**src/rtl/countdown_timer.sv**
```systemverilog
// Loadable down-counter with one-shot and periodic modes, pause via enable,
// and a one-cycle done pulse on terminal count.
module countdown_timer #(
  parameter int unsigned WIDTH = 8
) (
  input  logic             clk,
  input  logic             reset,
  input  logic             load,
  input  logic             restart,
  input  logic             enable,
  input  logic             auto_reload,
  input  logic [WIDTH-1:0] data,
  output logic [WIDTH-1:0] count,
  output logic             done,
  output logic             running,
  output logic             expired
);

  typedef enum logic [1:0] {
    S_IDLE    = 2'd0,
    S_RUN     = 2'd1,
    S_EXPIRED = 2'd2
  } state_t;

  state_t           r_state;
  logic [WIDTH-1:0] r_count;
  logic [WIDTH-1:0] r_reload;
  logic             r_done;

  // Priority chain: reset > load > restart > enabled countdown in RUN.
  always_ff @(posedge clk) begin
    if (!reset) begin
      r_state  <= S_IDLE;
      r_count  <= '0;
      r_reload <= '0;
      r_done   <= 1'b0;
    end else begin
      r_done <= 1'b0;
      if (load) begin
        r_count  <= data;
        r_reload <= data;
        r_state  <= (data != '0) ? S_RUN : S_IDLE;
      end else if (restart) begin
        if (r_reload != '0) begin
          r_count <= r_reload;
          r_state <= S_RUN;
        end else begin
          r_count <= '0;
          r_state <= S_IDLE;
        end
      end else if (r_state == S_RUN && enable) begin
        if (r_count > WIDTH'(1)) begin
          r_count <= r_count - WIDTH'(1);
        end else begin
          // Terminal cycle: count is 1 here since RUN never holds 0.
          r_done <= 1'b1;
          if (auto_reload) begin
            r_count <= r_reload;
          end else begin
            r_count <= '0;
            r_state <= S_EXPIRED;
          end
        end
      end else if (r_state != S_RUN && r_state != S_EXPIRED && r_state != S_IDLE) begin
        r_state <= S_IDLE;
      end
    end
  end

  assign count   = r_count;
  assign done    = r_done;
  assign running = (r_state == S_RUN);
  assign expired = (r_state == S_EXPIRED);

endmodule

```
**config.mk**
```make
export PLATFORM = sky130hd
export DESIGN_NAME = countdown_timer
export DESIGN_NICKNAME = d
export VERILOG_FILES = /design/src/rtl/countdown_timer.sv
export SDC_FILE = /design/constraint.sdc
export NUM_CORES = 1
export LEC_CHECK = 0
export BUFFER_PORTS_ARGS = -buffer_cell sky130_fd_sc_hd__buf_2
export CAP_MARGIN = 25
export CORE_AREA = 5 5 54 56
export CTS_CLUSTER_SIZE = 24
export DETAILED_ROUTE_END_ITERATION = 8
export DIE_AREA = 0 0 59 61
export PLACE_DENSITY = 0.78
export SYNTH_ARGS = -nofsm -noshare
export SYNTH_HDL_FRONTEND = slang
export SYNTH_SLANG_ARGS = --single-unit
export TNS_END_PERCENT = 50
```
**constraint.sdc**
```tcl
create_clock -name clk -period 4.9 [get_ports clk]
set_clock_uncertainty 0.05 [all_clocks]
set_input_delay 0.49 -clock clk [delete_from_list [all_inputs] [get_ports clk]]
set_output_delay 0.49 -clock clk [all_outputs]
set_load 0.02 [all_outputs]
```
# [Yosys cells after proc, flatten, opt, wreduce, memory -nomap -nowiden]
# Cells that the tools add are included.
[totals] reg_bits=19 elab_cells=39
[op_classes] addsub=1 order_cmp=1 n_eq_ne=6 muxes=15 n_bitwise=2 reduce_logical=10
[op_table] cell="$mux 8" n=6
[op_table] cell="$reduce_bool 8->1" n=2
[op_table] cell="$mux 2" n=6
[op_table] cell="$gt 8x1->1 const B" n=1
[op_table] cell="$ne 4x4->1 const B" n=2
[op_table] cell="$sub 8x1->8 const B" n=1
[op_table] cell="$reduce_bool 4->1" n=1
[op_table] cell="$reduce_or 4->1" n=1
[op_table] cell="$logic_and 1x1->1" n=3
[op_table] cell="$mux 1" n=3
[op_table] cell="$reduce_and 3->1" n=1
[op_table] cell="$reduce_bool 3->1" n=1
[op_table] cell="$eq 2x1->1 const B" n=1
[op_table] cell="$eq 2x2->1 const B" n=1
[op_table] cell="$ne 2x1->1 const B" n=1
[op_table] cell="$ne 2x2->1 const B" n=1
[op_table] cell="$not 1->1" n=2
[op_table] cell="$reduce_bool 2->1" n=1

# [Longest topological paths before layout]
# Gate-level depths: netlist of the first run.
[depth] ltp_word=7 depth_mapped=7

# [Least setup slack after synthesis of the first run]
# Ideal clock, no wire load.
[synth_timing] path_kind="reg-to-reg" start="register r_count[2], in the netlist count[2]" end="register r_state[0]" arrival_ns=1.886 required_time_ns=4.726 path_slack_ns=2.839 stages_incl_launch_ff=6 synth_period_minus_slack_ns=2.061 cell_sequence="dfxtp_1 -> or4_4 -> or4_4 -> a211o_1 -> nand3_1 -> a21boi_0"
[synth_between] elab_chain_len=3
[synth_lines] item="start: declaration" line="26" source="logic [WIDTH-1:0] r_count;"
[synth_lines] item="start signal: assignment" line="40" source="r_count <= data;"
[synth_lines] item="start signal: assignment" line="45" source="r_count <= r_reload;"
[synth_lines] item="start signal: assignment" line="53" source="r_count <= r_count - WIDTH'(1);"
[synth_lines] item="$gt 8x1->1" line="52" source="if (r_count > WIDTH'(1)) begin"
[synth_lines] item="$ne 4x4->1 (no line)"
[synth_lines] item="$reduce_and 3->1 (no line)"
[synth_lines] item="end signal: assignment" line="42" source="r_state <= (data != '0) ? S_RUN : S_IDLE;"
[synth_lines] item="end: declaration" line="25" source="state_t r_state;"
# No other way between the ends.
# A chain may end at the register's enable or synchronous reset.

# [Final worst setup path of the first run]
[layout_timing] start="register r_count[0], in the netlist count[0]" end="register r_count[0], in the netlist count[0]"
[layout_between] elab_chain_len=5
[layout_lines] item="$sub 8x1->8 / $gt 8x1->1 (equally long branches)" line="53, 52"
[layout_lines] item="$mux 8 (*)" line="52"
[layout_lines] item="$mux 8 (*)" line="51" source="end else if (r_state == S_RUN && enable) begin"
[layout_lines] item="$mux 8 (*)" line="43" source="end else if (restart) begin"
[layout_lines] item="$mux 8 (*)" line="39" source="if (load) begin"
# Mark *: on every way between the ends. The rest lies on a longest branch, timed or not. The select of a mux whose other input is x is not followed.

==> results_dict.tcl, run 1 <==
set metrics [dict create \
    cts.sink_count 19 \
    cts-root-buf "clkbuf_4" \
    final_nets 170 \
    slew_viol_final 0 \
    syn_nets 145 \
    post_cts_buffers 0 \
    port_buffers 24 \
    critPathKind "reg2reg" \
    first_global_vias 1011 \
    critPathArrivalTime_ns 2.45 \
    dr.pass1.iters 7 \
    synth.yosys.warnings 0 \
    setup_tns_ns 0 \
    vias_per_cell 6.10 \
    core_um2 2390 \
    place_hpwl_mm 2.15 \
    post_cts_resized 0 \
    gp_congestion 0.866 \
    wl_mm 2.91 \
    grt_first_pass_wirelength_mm 4.44 \
    ys_seq_elements 19 \
    drtIter0Drc 84 \
    wl_per_cell_um 15.9 \
    drtAntennaViolNets 0 \
    async_reset_ff_share_pct 0 \
    clock_latency_ns 0.30 \
    die_h_um 61 \
    syn_inst 129 \
    dieArea_um2 3600 \
    hold_class "in2reg" \
    hold_viol 0 \
    die_width_um 59 \
    outcome "finished, final reports clean" \
    ys_top_cells_by_area "dfxtp_1 (36%), nand2_1 (6.3%), nor2b_1 (5.3%)" \
    crit_fanout 7 \
    drv_cap 0 \
    cts_buffer_depth 2 \
    cts_made_buffers 3 \
    vias 1117 \
    vdd_ir_drop_max_mv 0.210 \
    start_util_pct 44.6 \
    endpoint_kind "flop" \
    setup.worst_path.start_class "flop" \
    cts_hold_buf 0 \
    ioPinCount 25 \
    synth-edff-count 0 \
    syn_area_um2 1060 \
    worst_pin_slew_ns 0.649 \
    cts_tree "yes" \
    finish.utilization_pct 51.4 \
    antenna_cells 0 \
    drc 0 \
    synth_top_area_share_pct 35.7 \
    slew_headroom_pct 56.4 \
    setup_viol 0 \
    p_per_area_nw_per_um2 292 \
    ys_seq_area_share_pct 35.7 \
    grt_use_total_pct 16.4 \
    clk_pin_slew_ns 0.11 \
    ys.flop_type "dfxtp_1" \
    r2r_setup_slack_ns 2.63 \
    min_period_ns 2.27 \
    rows 18 \
    yosys.area.top_type "dfxtp_1" \
    p_leak_nw 0.507 \
    cts_max_level 1 \
    crit_required_ns 5.09 \
    syn_area_per_cell_um2 8.25 \
    grt_max_degree 23 \
    fin_crit_sh_pct 46.3 \
    grt_overflow 0 \
    area_delta_synth_final_pct 15.3 \
    layout_common_cells "buf_2 (24), dfxtp_1 (19), nand2_1 (18)" \
    drive_gt1_share_pct 22.2 \
    timing.fmax_mhz 441 \
    final_common_cell "buf_2" \
    grt_setup_unrepaired "false" \
    ys_types 36 \
    antenna_found_initial 0 \
]
## stage by stage
step                power [mW]  hold WS, ns  setup slack, ns  instance area, um2  std cells
floorplan                0.249        0.387             2.84                1060        129
global placement         0.275        0.416             2.79                1200        179
detailed placement       0.278        0.423             2.71                1200        179
CTS                      0.361        0.415             2.68                1230        183
global route             0.378        0.420             2.45                1230        183
finish                   0.358        0.424             2.63                1230        183
## state kept, by name (all words and copies together), names as in the netlist
name / cells
r_reload: 8
count: 8
r_state: 2
done: 1
## final cells by class
type                    count  area (um2)
repair buffers             24         120
flip-flops and latches     19         380
clock buffers               3        22.5
well taps                  30        37.5
fillers                   248        1160
clock inverters             1        5.00
inverters                   2        7.51
multi-input cells         104         654
## cell usage after synthesis (3+ instances only)
cell      count
dfxtp_1      19
nand2_1      18
nor2b_1       9
o21ai_0       9
nor2_1        7
a21oi_1       5
mux2i_1       5
nor3_1        5
nor4_1        5
a21boi_0      4
a221oi_1      4
nand2b_1      4
nand3_1       3
## per-layer routing
layer / routed length [um] / part of all wire, % / GRT usage (%)
met1: 1200 / 41 / 18.8
met2: 1400 / 48 / 28.1
met3: 242 / 8.3 / 4.47
met4: 60 / 2.1 / 8.41
met5: 0 / 0 / 0
## final timing paths
kind,start,depth (start not counted),to
worst min-delay path,data[7],3,r_reload[7]
worst min register to register,r_reload[4],2,count[4]
worst max-delay path,count[0],7,count[0]
worst max register to register,count[0],7,count[0]
## cell families (layout without fill, tap and decap cells)
| group | after synthesis | after routing | synth area share (%) |
|---|---|---|---|
| flip-flops | 19 | 19 | 35.7 |
| XOR/XNOR | 3 | 3 | 2.47 |
| AO/OA/AOI/OAI | 32 | 32 | 20.3 |
| buffers and inverters | 6 | 30 | 2.82 |
| adder cells (fa/ha/maj) | 2 | 2 | 2.35 |
| AND/OR/NAND/NOR | 61 | 61 | 30.6 |
| multiplexers | 6 | 6 | 5.76 |
## where the power goes
part | internal [mW] | switching (mW) | leakage [nW]
combinational | 0.0412 | 0.0564 | 0.333
sequential | 0.165 | 0.0142 | 0.157
clock | 0.0305 | 0.0508 | 0.0177
## worst max-delay path, stage by stage, from the launching register on
cell	delay (ns)
dfxtp_1	0.45
inv_1	0.10
ha_1	0.30
nor2_1	0.26
nor4_1	0.12
nor3_1	0.52
nand2_1	0.17
a41oi_1	0.23
Power figures use the tool's default switching activity.
==> run 2, diff against run 1 <==
Settings changed: PLACE_DENSITY 0.78 to 0.81.
Clock period 4.9 ns to 1.9 ns, I/O delays scaled along.
==> run 2 against run 1 <==
Effect of this change: the flow now finishes with violations (setup timing); sequential share of layout area shrank 2.9 points; die area did not move; critical endpoint is now r_state[1]; hold slack got worse by 0.28 ns; total power grew to 2.8 times the previous value.
==> results_dict.tcl, run 2 (same netlist as run 1, synthesis figures left out) <==
set metrics [dict create \
    fin_ws_ns -0.0406 \
    cts_max_level 1 \
    crit_chain "or4_4, or4_4, a211o_1, nor2_1, o21ba_2" \
    grt_use_total_pct 16.7 \
    cp-startpoint "count[3]" \
    setup_tns_ns -0.0757 \
    layout_common_cells "buf_2 (24), nand2_1 (18), dfxtp_1 (15)" \
    critPathArrivalTime_ns 2.15 \
    cpLargestDelayFamily "simple AND/OR/NAND/NOR gates" \
    cts_buffer_depth 2 \
    ioPinCount 25 \
    worstRegToRegCells 5 \
    fin_worst_hold_slack_ns 0.148 \
    place_hpwl_mm 2.16 \
    timing.rr.start "count[3]" \
    crit_buf_inv 0 \
    path_depth 5 \
    cts_made_buffers 3 \
    start_util_pct 44.6 \
    p_per_area_nw_per_um2 716 \
    clock_latency_ns 0.30 \
    gp_congestion 0.854 \
    core_um2 2390 \
    outcome "finished with violations" \
    final_common_cell "buf_2" \
    slew_viol_final 0 \
    hold_class "in2reg" \
    post_cts_buffers 0 \
    timing.fmax_mhz 515 \
    clk_pin_slew_ns 0.11 \
    worst_pin_slew_ns 0.468 \
    place_area_um2 1290 \
    antenna_found_initial 0 \
    critPathMaxStageDelay_ns 0.58 \
    cts-root-buf "clkbuf_4" \
    setup_viol 3 \
    drc 0 \
    final_nets 179 \
    drive_gt1_share_pct 34.6 \
    setup.worst_path.start_class "flop" \
    drtIter0Drc 39 \
    min_period_ns 1.94 \
    drv_cap 0 \
    first_global_vias 1063 \
    violations "setup timing" \
    cts.sink_count 19 \
    rows 18 \
    hold_depth 3 \
    area_delta_synth_final_pct 30.6 \
    antenna_cells 0 \
    grt_setup_unrepaired "true" \
    grt_max_degree 23 \
    grt_overflow 0 \
    crit_fanout 4 \
    hold_viol 0 \
    vias 1147 \
    cts_tree "yes" \
    hold_start "data[5]" \
    dr.pass1.iters 4 \
    critPathKind "reg2reg" \
    slew_headroom_pct 68.8 \
    vias_per_cell 5.97 \
    die_width_um 59 \
    fin_crit_sh_pct 102 \
    fin_area_um2 1390 \
    slowest_stage "or4_4" \
    endpoint_kind "flop" \
    port_buffers 24 \
    p_total_mw 0.995 \
    grt_first_pass_wirelength_mm 4.63 \
    die_h_um 61 \
    dieArea_um2 3600 \
    wl_mm 3.01 \
    crit_top_cell "or4_4" \
    crit_required_ns 2.10 \
    wl_per_cell_um 15.7 \
    drtAntennaViolNets 0 \
    p_leak_nw 0.572 \
    vdd_ir_drop_max_mv 0.354 \
]
-- run 2: cell types whose count changed in the layout (fill, tap and decap cells not counted), moves of 3 or more --
cell      change
a221oi_1      -3
buf_4         +9
a221oi_2      +3
dfxtp_1       -4
-- run 2: worst reg2reg max path, delay by kind of cell (launching register included) --
kind | cells | cell delay [ns]
AO/OA/AOI/OAI | 2 | 0.38
flip-flops | 1 | 0.36
AND/OR/NAND/NOR | 3 | 1.11
-- run 2: stage by stage --
stage | std cells | worst slack (ns) | utilization, %
6_report | 192 | -0.0406 | 58.2
5_1_grt | 192 | -0.0941 | 58.2
4_1_cts | 192 | -0.0503 | 55.7
3_5_place_dp | 188 | -0.0748 | 53.9
3_3_place_gp | 188 | -0.0356 | 53.9
2_1_floorplan | 129 | -0.0565 | -
-- run 2: power by group --
part | switching, mW | total [mW] | internal (mW)
Sequential | 0.0276 | 0.454 | 0.427
Combinational | 0.188 | 0.334 | 0.146
Clock | 0.125 | 0.207 | 0.0817
-- run 2: final timing paths --
| check | endpoint | slack (ns) |
|---|---|---|
| setup / recovery | r_state[1] | -0.04 |
| setup reg to reg | r_state[1] | -0.04 |
| hold reg to reg | count[4] | 0.42 |
| hold / removal | r_reload[5] | 0.15 |
-- run 2: what timing repair did --
item / in CTS / in global routing
endpoints found under the setup margin: 8 / 8
pin swaps: 4 / 13
resized for setup: 3 / 11
hold buffers: 0 / 0
-- run 2: metal layers --
metal / global-route usage [%] / routed length [um] / vias to the layer above / part of all wire (%)
li1: - / - / 544 / -
met4: 7.77 / 43 / 0 / 1.4
met2: 28.4 / 1510 / 34 / 50
met3: 1.49 / 126 / 4 / 4.2
met1: 21.5 / 1340 / 565 / 44
met5: 0 / 0 / - / 0
-- run 2: cell type report --
cell class,count,area (um2)
inverter,2,7.51
tap,30,37.5
sequential,19,390
timing repair buffer,33,188
clock buffer,4,26.3
fill,233,997
multi-input combinational,104,741
==> run 3, diff against run 2 <==
Settings changed: TNS_END_PERCENT 50 to 10.
==> run 3 against run 2 <==
Effect of this change: the run still ends with setup timing left; largest cell class unchanged; sequential power hardly changed; critical path type unchanged; design area fell by 0.54%; final cell count increased by 1.0%; utilization is 0.31 points lower; first-iteration DRC count up 15%; non-clock buffer count is 2 higher.
==> results_dict.tcl, run 3 (same netlist as run 1, synthesis figures left out) <==
set metrics [dict create \
    endpoint_kind "flop" \
    p_total_mw 1.00 \
    outcome "finished with violations" \
    gp_congestion 0.836 \
    cts_max_level 1 \
    pwr-share-comb_pct 34.1 \
    start_util_pct 44.6 \
    vias 1146 \
    first_global_vias 1154 \
    dr.pass1.iters 4 \
    area_delta_synth_final_pct 29.8 \
    cts_hold_buf 0 \
    core_um2 2390 \
    vias_per_cell 5.91 \
    drive_gt1_share_pct 33.5 \
    final_common_cell "buf_2" \
    cts-root-buf "clkbuf_4" \
    grt_setup_unrepaired "true" \
    violations "setup timing" \
    final_nets 181 \
    p_switching_mw 0.341 \
    final_cells 194 \
    crit_fanout 4 \
    drc 0 \
    fin_ws_ns -0.0597 \
    antenna_found_initial 0 \
    critPathArrivalTime_ns 2.17 \
    cts.sink_count 19 \
    grt_first_pass_wirelength_mm 4.95 \
    wl_per_cell_um 15.7 \
    cts_buffer_depth 2 \
    critPathKind "reg2reg" \
    setup.worst_path.start_class "flop" \
    fin_area_um2 1380 \
    power.internal_mw 0.663 \
    dieArea_um2 3600 \
    slew_viol_final 0 \
    crit_required_ns 2.11 \
    p_per_area_nw_per_um2 727 \
    die_h_um 61 \
    layout_common_cells "buf_2 (24), nand2_1 (18), dfxtp_1 (16)" \
    grt_use_total_pct 18.0 \
    port_buffers 24 \
    post-place-cells 188 \
    worst_pin_slew_ns 0.482 \
    rows 18 \
    die_width_um 59 \
    clockPowerShare_pct 20.7 \
    slew_headroom_pct 67.7 \
    drtAntennaViolNets 0 \
    timing.fmax_mhz 510 \
    ioPinCount 25 \
    vdd_ir_drop_max_mv 0.441 \
    antenna_cells 0 \
    cts_tree "yes" \
    cts_made_buffers 3 \
    grt_overflow 0 \
    cp-startpoint "count[2]" \
    place_hpwl_mm 2.20 \
    hold_start "data[0]" \
    sw_frac_of_total_pct 34.0 \
    clock_latency_ns 0.30 \
    seqPwrFrac_pct 45.2 \
    hold_viol 0 \
    drtIter0Drc 45 \
    hold_depth 3 \
    fin_crit_sh_pct 103 \
    setup_viol 2 \
    grt_max_degree 23 \
    min_period_ns 1.96 \
    worstRegToRegCells 5 \
    place_area_um2 1270 \
    timing.rr.start "count[2]" \
    p_leak_nw 0.576 \
    clk_pin_slew_ns 0.11 \
    drv_cap 0 \
    wl_mm 3.05 \
    hold_class "in2reg" \
]
==> run 3: per-stage QoR <==
stage                     util, %  setup WS (ns)  TNS [ns]  hold slack (ns)
after global placement       53.3        -0.0429    -0.162            0.407
after global routing         57.9         -0.102    -0.274            0.160
after floorplan                 -        -0.0578    -0.395            0.310
after detailed placement     53.3         -0.121    -0.565            0.407
after CTS                    56.6        -0.0325   -0.0560            0.128
final                        57.9        -0.0597    -0.107            0.134
==> run 3: final timing paths <==
path | to | slack, ns
setup / recovery | r_state[1] | -0.06
hold / removal | r_reload[0] | 0.13
setup reg to reg | r_state[1] | -0.06
hold reg to reg | count[2] | 0.42
==> run 3: power groups by stage <==
stage          Sequential, mW  Combinational [mW]  Clock, mW
3_5_place_dp            0.460               0.289          0
6_report                0.455               0.342      0.208
5_1_grt                 0.458               0.370      0.222
4_1_cts                 0.453               0.317      0.214
2_1_floorplan           0.482               0.160          0
3_3_place_gp            0.458               0.282          0
==> run 3: critical path: stages (launching register included) <==
cell,delay (ns)
dfxtp_4,0.35
or4_4,0.59
or4_4,0.45
a211o_1,0.27
nor2_1,0.09
o21ba_2,0.12
==> run 3: what timing repair did <==
item	in CTS	in global routing
pin swaps	4	3
buffers inserted	2	0
gates resized for setup	7	6
endpoints found under the setup margin	8	8
==> run 3: final cells by class <==
| type | count | area (um2) |
|---|---|---|
| Timing Repair Buffer | 35 | 203 |
| Tap cell | 30 | 37.5 |
| Inverter | 2 | 7.51 |
| Multi-Input combinational cell | 104 | 722 |
| Fill cell | 232 | 1000 |
| Clock buffer | 4 | 26.3 |
| Sequential cell | 19 | 387 |
==> run 3: layer usage <==
layer	global-route usage, %	vias to the layer above	part of all wire [%]
met5	0	-	0
met4	8.74	0	2.4
met3	4.26	8	6.9
met2	31.2	41	50
met1	20.8	552	41
li1	-	545	-
